`src/rtl/const_imm_fetch_pkg.sv`:
```
// cpu_pkg: opcodes, trap codes, FSM states and decode helpers
// shared by the const-immediate sequencer and its accumulator.
package cpu_pkg;

    localparam logic [7:0] OP_I32_CONST = 8'h41;
    localparam logic [7:0] OP_I64_CONST = 8'h42;
    localparam logic [7:0] OP_F32_CONST = 8'h43;
    localparam logic [7:0] OP_F64_CONST = 8'h44;

    localparam logic [2:0] TRAP_NONE          = 3'd0;
    localparam logic [2:0] TRAP_BAD_OPCODE    = 3'd1;
    localparam logic [2:0] TRAP_MALFORMED_LEB = 3'd2;

    typedef enum logic [1:0] {
        S_IDLE,
        S_FETCH,
        S_PUSH,
        S_FINISH
    } state_t;

    typedef enum logic [1:0] {
        K_I32,
        K_I64,
        K_F32,
        K_F64
    } kind_t;

    function automatic logic op_valid(input logic [7:0] op);
        return op inside {OP_I32_CONST, OP_I64_CONST,
                          OP_F32_CONST, OP_F64_CONST};
    endfunction

    function automatic kind_t op_kind(input logic [7:0] op);
        unique case (1'b1)
            op == OP_I64_CONST: return K_I64;
            op == OP_F32_CONST: return K_F32;
            op == OP_F64_CONST: return K_F64;
            default:            return K_I32;
        endcase
    endfunction

    // Maximum immediate bytes per kind (LEB cap or fixed width).
    function automatic logic [3:0] byte_limit(input kind_t k);
        unique case (k)
            K_I32: return 4'd5;
            K_I64: return 4'd10;
            K_F32: return 4'd4;
            K_F64: return 4'd8;
        endcase
    endfunction

endpackage

```
`src/rtl/const_imm_fetch_if.sv`:
```
// const_imm_fetch_if: decode request/response, ROM read port and
// stack push handshake. slave = sequencer side, master = environment.
interface const_imm_fetch_if #(
    parameter int MAX_PC_W = 32
);
    logic                start;
    logic [7:0]          opcode;
    logic [MAX_PC_W-1:0] pc_in;
    logic                busy;
    logic                rom_rd;
    logic [MAX_PC_W-1:0] rom_addr;
    logic [7:0]          rom_data;
    logic                push_valid;
    logic [63:0]         push_data;
    logic                push_ready;
    logic                done;
    logic [MAX_PC_W-1:0] pc_out;
    logic [2:0]          trap;

    modport master (
        output start, opcode, pc_in, rom_data, push_ready,
        input  busy, rom_rd, rom_addr, push_valid, push_data,
        input  done, pc_out, trap
    );

    modport slave (
        input  start, opcode, pc_in, rom_data, push_ready,
        output busy, rom_rd, rom_addr, push_valid, push_data,
        output done, pc_out, trap
    );
endinterface

```
`src/rtl/const_imm_fetch_accum.sv`:
```
// leb128_accum: byte-serial immediate assembly (LEB128 or LE raw).
// Ports: clr/en control, kind, din byte; last, bad, formatted result.
// CONST_LEB_CHECK_EN enables the overlong / unused-bit LEB check.
module leb128_accum
    import cpu_pkg::*;
(
    input  logic        clk,
    input  logic        reset,
    input  logic        clr,
    input  logic        en,
    input  kind_t       kind,
    input  logic [7:0]  din,
    output logic        last,
    output logic        bad,
    output logic [63:0] result
);

    logic [63:0] acc;
    logic [63:0] acc_n;
    logic [63:0] hi_mask;
    logic [63:0] sext;
    logic [3:0]  cnt;
    logic [6:0]  sh7;
    logic        is_leb;
    logic        at_cap;

    always_comb begin
        is_leb  = (kind == K_I32) || (kind == K_I64);
        at_cap  = (cnt == byte_limit(kind) - 4'd1);
        sh7     = 7'(cnt) * 7'd7;
        // Bits above the sign bit of this byte; empty past bit 63.
        hi_mask = {64{1'b1}} << (sh7 + 7'd7);
        if (is_leb) begin
            acc_n = acc | ({57'd0, din[6:0]} << sh7);
            last  = !din[7] || at_cap;
        end else begin
            acc_n = acc | ({56'd0, din} << {cnt, 3'b000});
            last  = at_cap;
        end
        sext = din[6] ? (acc_n | hi_mask) : (acc_n & ~hi_mask);
        unique case (kind)
            K_I32: result = {32'd0, sext[31:0]};
            K_I64: result = sext;
            K_F32: result = {32'd0, acc_n[31:0]};
            K_F64: result = acc_n;
        endcase
        bad = 1'b0;
`ifdef CONST_LEB_CHECK_EN
        if (is_leb && at_cap) begin
            if (din[7])
                bad = 1'b1;
            else if (kind == K_I32 && din[6:4] != {3{din[3]}})
                bad = 1'b1;
            else if (kind == K_I64 && din[6:1] != {6{din[0]}})
                bad = 1'b1;
        end
`endif
    end

    always_ff @(posedge clk) begin
        if (reset || clr) begin
            acc <= '0;
            cnt <= '0;
        end else if (en) begin
            acc <= acc_n;
            cnt <= cnt + 4'd1;
        end
    end

endmodule

```
`src/rtl/const_imm_fetch.sv`:
```
// const_imm_fetch: *.const sequencer - reads the immediate from ROM,
// pushes it to the operand stack and returns the next PC to decode.
// Ports: clk, reset (sync, active-high), bus (const_imm_fetch_if.slave).
// Option: CONST_LEB_CHECK_EN (malformed LEB trap, see leb128_accum).
module const_imm_fetch
    import cpu_pkg::*;
#(
    parameter int MAX_PC_W = 32
) (
    input logic               clk,
    input logic               reset,
    const_imm_fetch_if.slave  bus
);

    localparam logic [MAX_PC_W-1:0] PC_ONE =
        {{(MAX_PC_W-1){1'b0}}, 1'b1};

    state_t              state;
    state_t              state_n;
    kind_t               kind_q;
    logic [MAX_PC_W-1:0] ptr;
    logic [MAX_PC_W-1:0] pc_q;
    logic [3:0]          rd_cnt;
    logic                rd_q;
    logic [63:0]         data_q;
    logic [2:0]          trap_q;
    logic                rd;
    logic                accept;
    logic                cons;
    logic                last;
    logic                bad;
    logic [63:0]         result;

    assign accept = (state == S_IDLE) && bus.start;
    // A byte is on rom_data exactly when a read was issued last cycle.
    assign cons   = (state == S_FETCH) && rd_q;

    leb128_accum u_accum (
        .clk    (clk),
        .reset  (reset),
        .clr    (accept),
        .en     (cons),
        .kind   (kind_q),
        .din    (bus.rom_data),
        .last   (last),
        .bad    (bad),
        .result (result)
    );

    always_ff @(posedge clk) begin
        if (reset) state <= S_IDLE;
        else       state <= state_n;
    end

    always_comb begin
        state_n = state;
        rd      = 1'b0;
        unique case (state)
            S_IDLE: begin
                if (bus.start)
                    state_n = op_valid(bus.opcode) ? S_FETCH : S_FINISH;
            end
            S_FETCH: begin
                // LEB keeps reading until the terminator is seen,
                // so one read past the last byte is discarded.
                rd = (rd_cnt < byte_limit(kind_q));
                if (cons && last)
                    state_n = bad ? S_FINISH : S_PUSH;
            end
            S_PUSH: begin
                if (bus.push_ready) state_n = S_FINISH;
            end
            S_FINISH: state_n = S_IDLE;
        endcase
    end

    always_ff @(posedge clk) begin
        if (reset) begin
            kind_q <= K_I32;
            ptr    <= '0;
            pc_q   <= '0;
            rd_cnt <= '0;
            rd_q   <= 1'b0;
            data_q <= '0;
            trap_q <= TRAP_NONE;
        end else begin
            rd_q <= rd;
            if (accept) begin
                kind_q <= op_kind(bus.opcode);
                ptr    <= bus.pc_in + PC_ONE;
                pc_q   <= bus.pc_in + PC_ONE;
                rd_cnt <= '0;
                trap_q <= op_valid(bus.opcode) ? TRAP_NONE
                                               : TRAP_BAD_OPCODE;
            end
            if (rd) begin
                ptr    <= ptr + PC_ONE;
                rd_cnt <= rd_cnt + 4'd1;
            end
            if (cons) begin
                pc_q <= pc_q + PC_ONE;
                if (last) begin
                    data_q <= result;
                    if (bad) trap_q <= TRAP_MALFORMED_LEB;
                end
            end
        end
    end

    assign bus.busy       = (state != S_IDLE);
    assign bus.rom_rd     = rd;
    assign bus.rom_addr   = rd ? ptr : '0;
    assign bus.push_valid = (state == S_PUSH);
    assign bus.push_data  = (state == S_PUSH) ? data_q : '0;
    assign bus.done       = (state == S_FINISH);
    assign bus.pc_out     = (state == S_FINISH) ? pc_q : '0;
    assign bus.trap       = (state == S_FINISH) ? trap_q : TRAP_NONE;

endmodule
```
`src/flat_wrapper.sv`:
```
// flat-port wrapper written by rule: the top's interface ports become plain ports
module const_imm_fetch_flat import cpu_pkg::*;
#(
    parameter int MAX_PC_W = 32
)
  (clk, reset, bus_start, bus_opcode, bus_pc_in, bus_rom_data, bus_push_ready, bus_busy, bus_rom_rd, bus_rom_addr, bus_push_valid, bus_push_data, bus_done, bus_pc_out, bus_trap);
  const_imm_fetch_if #(.MAX_PC_W(MAX_PC_W)) bus_i ();
  input logic clk;
  input logic reset;
  input wire logic [$bits(bus_i.start)-1:0] bus_start;
  input wire logic [$bits(bus_i.opcode)-1:0] bus_opcode;
  input wire logic [$bits(bus_i.pc_in)-1:0] bus_pc_in;
  input wire logic [$bits(bus_i.rom_data)-1:0] bus_rom_data;
  input wire logic [$bits(bus_i.push_ready)-1:0] bus_push_ready;
  output wire logic [$bits(bus_i.busy)-1:0] bus_busy;
  output wire logic [$bits(bus_i.rom_rd)-1:0] bus_rom_rd;
  output wire logic [$bits(bus_i.rom_addr)-1:0] bus_rom_addr;
  output wire logic [$bits(bus_i.push_valid)-1:0] bus_push_valid;
  output wire logic [$bits(bus_i.push_data)-1:0] bus_push_data;
  output wire logic [$bits(bus_i.done)-1:0] bus_done;
  output wire logic [$bits(bus_i.pc_out)-1:0] bus_pc_out;
  output wire logic [$bits(bus_i.trap)-1:0] bus_trap;
  assign bus_i.start = bus_start;
  assign bus_i.opcode = bus_opcode;
  assign bus_i.pc_in = bus_pc_in;
  assign bus_i.rom_data = bus_rom_data;
  assign bus_i.push_ready = bus_push_ready;
  assign bus_busy = bus_i.busy;
  assign bus_rom_rd = bus_i.rom_rd;
  assign bus_rom_addr = bus_i.rom_addr;
  assign bus_push_valid = bus_i.push_valid;
  assign bus_push_data = bus_i.push_data;
  assign bus_done = bus_i.done;
  assign bus_pc_out = bus_i.pc_out;
  assign bus_trap = bus_i.trap;
  const_imm_fetch #(.MAX_PC_W(MAX_PC_W)) u_core (.clk(clk), .reset(reset), .bus(bus_i));
endmodule
```
`config.mk`:
```
export PLATFORM = sky130hd
export DESIGN_NAME = const_imm_fetch_flat
export DESIGN_NICKNAME = d
export VERILOG_FILES = /design/src/rtl/const_imm_fetch_pkg.sv /design/src/rtl/const_imm_fetch_if.sv /design/src/rtl/const_imm_fetch_accum.sv /design/src/rtl/const_imm_fetch.sv /design/src/flat_wrapper.sv
export SDC_FILE = /design/constraint.sdc
export NUM_CORES = 1
export LEC_CHECK = 0
export ABC_AREA = 1
export CAP_MARGIN = 5
export CORE_MARGIN = 2
export CORE_UTILIZATION = 40
export DETAILED_ROUTE_END_ITERATION = 10
export PLACE_DENSITY = 0.69
export SYNTH_ARGS = -nofsm -noshare
export SYNTH_HDL_FRONTEND = slang
export SYNTH_SLANG_ARGS = --single-unit
```
`constraint.sdc`:
```
create_clock -name clk -period 8.3 [get_ports clk]
set_input_delay 0.83 -clock clk [delete_from_list [all_inputs] [get_ports clk]]
set_output_delay 0.83 -clock clk [all_outputs]
set_load 0.05 [all_outputs]
```
==> metrics <==
EDFF count, synth 0; Via Count 16711; Crit. End Element register; Place WS roughly 3200 ps; sequential share of the synthesized area between 20 and 30%; Top FF cell, synth dfxtp_1; Design Power 0.00380 W; GPL Wtd Cong 0.990; Setup WS post-layout roughly 2900 ps; unrepaired setup endpoints after global routing no; Synth Warn # 0; largest net degree at the start of global routing 90; worst setup path class reg -> reg; Post-CTS Setup Repair Bufs 0; Setup Total Neg Slack 0 ps; fillers a little under 4000; LEAKAGE approximately 8.7 nW; status complete, no violations; f_max 0.186 GHz; non-filler cells, final around 3100; clock skew roughly 32 ps; Total GRT Usage between 20 and 30%; Die H roughly 200 um; WL final between 50000 and 60000 um; relative slew slack 18.4%; post-synthesis instance total roughly 2500; Root Buffer clkbuf_16; Finished Cell Area between 15000 and 20000 um2; DR WL/cell ~18 um; grt total ovfl 0; startpoint types register; Initial Utilization roughly 40%; CP max stage delay about 840 ps; CP Cell Sequence inv_2 > ha_1 > inv_1 > nand2_1 > nand2_1 > xor2_1 > inv_1 > fa_1 > inv_1 > nand3_1 > nand3_1 > nand2_1 > inv_2 > nand3_2 > nor2_1 > nand2_1 > nand3_1 > a21oi_1; clock slew at reported path FFs approximately 70 ps; initial antenna violation count 0; maximum VDD drop approximately 150 uV; DRT iter0 DRCs 1286; Syn Std Cell Area approximately 15000 um2; Die ar. ~39000 um2; CTS H-tree lvls 1; Detail Route Antenna Nets 0; TritonCTS clock tree built; worst-margin pin slew between 1000 and 1500 ps; Syn Area/Cell 5.97 um2; Async SR Flop Fraction 0%; worst skew pair latency around 560 ps; Critical Path Fanout Max 29; CTS Buffer Depth 3; layout cells sized above 1 roughly 4.4%; row cnt 70; CTS hold repair buffers 0; register bit total from synthesis 206; max-slew violations 0; clk sinks between 200 and 250; max-cap violation count 0; placed instance count 3035; DRT Pass-1 Iters 6; DRC 0; hpwl dp about 41000 um; Slowest-stage cell, CP nor2_1; WP data required 8740 ps; placed inst area roughly 17000 um2; Yosys cell types 53; fin crit period 5360 ps; top-area cell type share of the netlist area 27.7%; cts bufs inserted 25; Port Buffer Count ~180; synthesis-to-layout area growth 18.8%; Yosys top cell by area dfxtp_1; vias in the first global route around 16000; first-pass GRT wire length 87500 um; n_diodes 0; drt via density 5.43; core area roughly 37000 um2; power per cell area between 200 and 250 nW/um2; crit-path most repeated cell nand2_1; Final period util 64.6%; Horiz. Die Dim between 150 and 200 um; top post-synthesis cells by area dfxtp_1 28%, nand2_1 16%, inv_1 9.5%; io pins 187; HP Class reg -> reg; Arrival @ worst endpoint roughly 5800 ps; PostCTS Resize Cnt 0; final hold vios 0; endpoints failing setup 0; post-layout net count 2682
-- critical path, delay by kind of cell, from the launching register on --
family | cells | cell delay (ps)
AO/OA/AOI/OAI | 1 | 70
XOR/XNOR | 1 | 200
adder cells (fa/ha/maj) | 2 | 850
buffers and inverters | 5 | 940
flip-flops | 1 | 770
AND/OR/NAND/NOR | 9 | 2410
-- power by group --
group,total (W),switching (W),internal [W],leakage (nW)
clock,0.00116,0.000468,0.000690,0.405
combinational,0.00140,0.00100,0.000392,6.61
sequential,0.00125,0.000144,0.00110,1.67
total,0.00380,0.00162,0.00218,8.68
-- per-layer routing --
metal | wire (um) | vias to the layer above | global-route usage (%)
met5 | 0 | - | 0
met4 | 2440 | 0 | 11.0
met1 | 23000 | 7815 | 35.4
li1 | - | 8160 | -
met3 | 3330 | 130 | 2.75
met2 | 27000 | 606 | 50.4
-- flip-flops by register name, summed over array words and instances (netlist names) --
| register | flops |
|---|---|
| u_core.ptr | 32 |
| u_core.pc_q | 32 |
| u_core.rd_cnt | 4 |
| u_core.data_q | 64 |
| u_core.u_accum.acc | 64 |
| u_core.kind_q | 2 |
| u_core.u_accum.cnt | 4 |
| u_core.state | 2 |
| u_core.rd_q | 1 |
| u_core.trap_q | 1 |
-- worst paths after layout --
path                    startpoint           endpoint  slack, ps  depth (start not counted)
min              u_core.data_q[59]  u_core.data_q[59]        470                          2
max          u_core.u_accum.cnt[1]  u_core.data_q[13]       2940                         18
max reg2reg  u_core.u_accum.cnt[1]  u_core.data_q[13]       2940                         18
min reg2reg      u_core.data_q[59]  u_core.data_q[59]        470                          2
-- cell families after synthesis --
logic type | Yosys count | synth area share, %
other | 1 | 0.0252
buffers and inverters | 518 | 13.9
flip-flops | 206 | 27.7
XOR/XNOR | 57 | 3.35
AND/OR/NAND/NOR | 1277 | 36.3
AO/OA/AOI/OAI | 402 | 15.7
adder cells (fa/ha/maj) | 35 | 3.09
-- cell type report --
class,instances,area [um2],share of cell area [%]
clock buffer,35,713,4.03
clock inverter,9,131,0.742
inverter,392,1470,8.33
multi-input combinational,1773,8710,49.2
sequential,206,4120,23.3
tap,468,586,3.31
timing repair buffer,197,1950,11.0
-- layout by cell type (no fill, tap or decap), types with 44 or more instances in the layout --
master,Yosys,layout
a21oi_1,140,140
xor2_1,44,44
clkdlybuf4s50_1,0,183
nor3_1,75,75
nand2_1,624,624
o211ai_1,60,60
o21ai_0,132,132
inv_1,378,376
dfxtp_1,206,206
nor2_1,310,309
nand3_1,194,194
-- cells in the mapped netlist, drive strengths merged (8+ instances only) --
cell    number
nand2      632
inv        391
nor2       319
dfxtp      206
nand3      199
o21ai      144
a21oi      140
nor3        78
buf         66
clkbuf      60
o211ai      60
xor2        44
nand4       33
ha          32
xnor2       13
a31oi       12
o22ai       10
o221ai       8
or2          8
-- per-stage QoR --
stage	hold WS (ps)	utilization, %
5_1_grt	495	48.3
2_1_floorplan	430	-
4_1_cts	468	48.3
6_report	466	48.3
3_5_place_dp	459	46.0
3_3_place_gp	457	46.0
(Power assumes the default switching activity.)
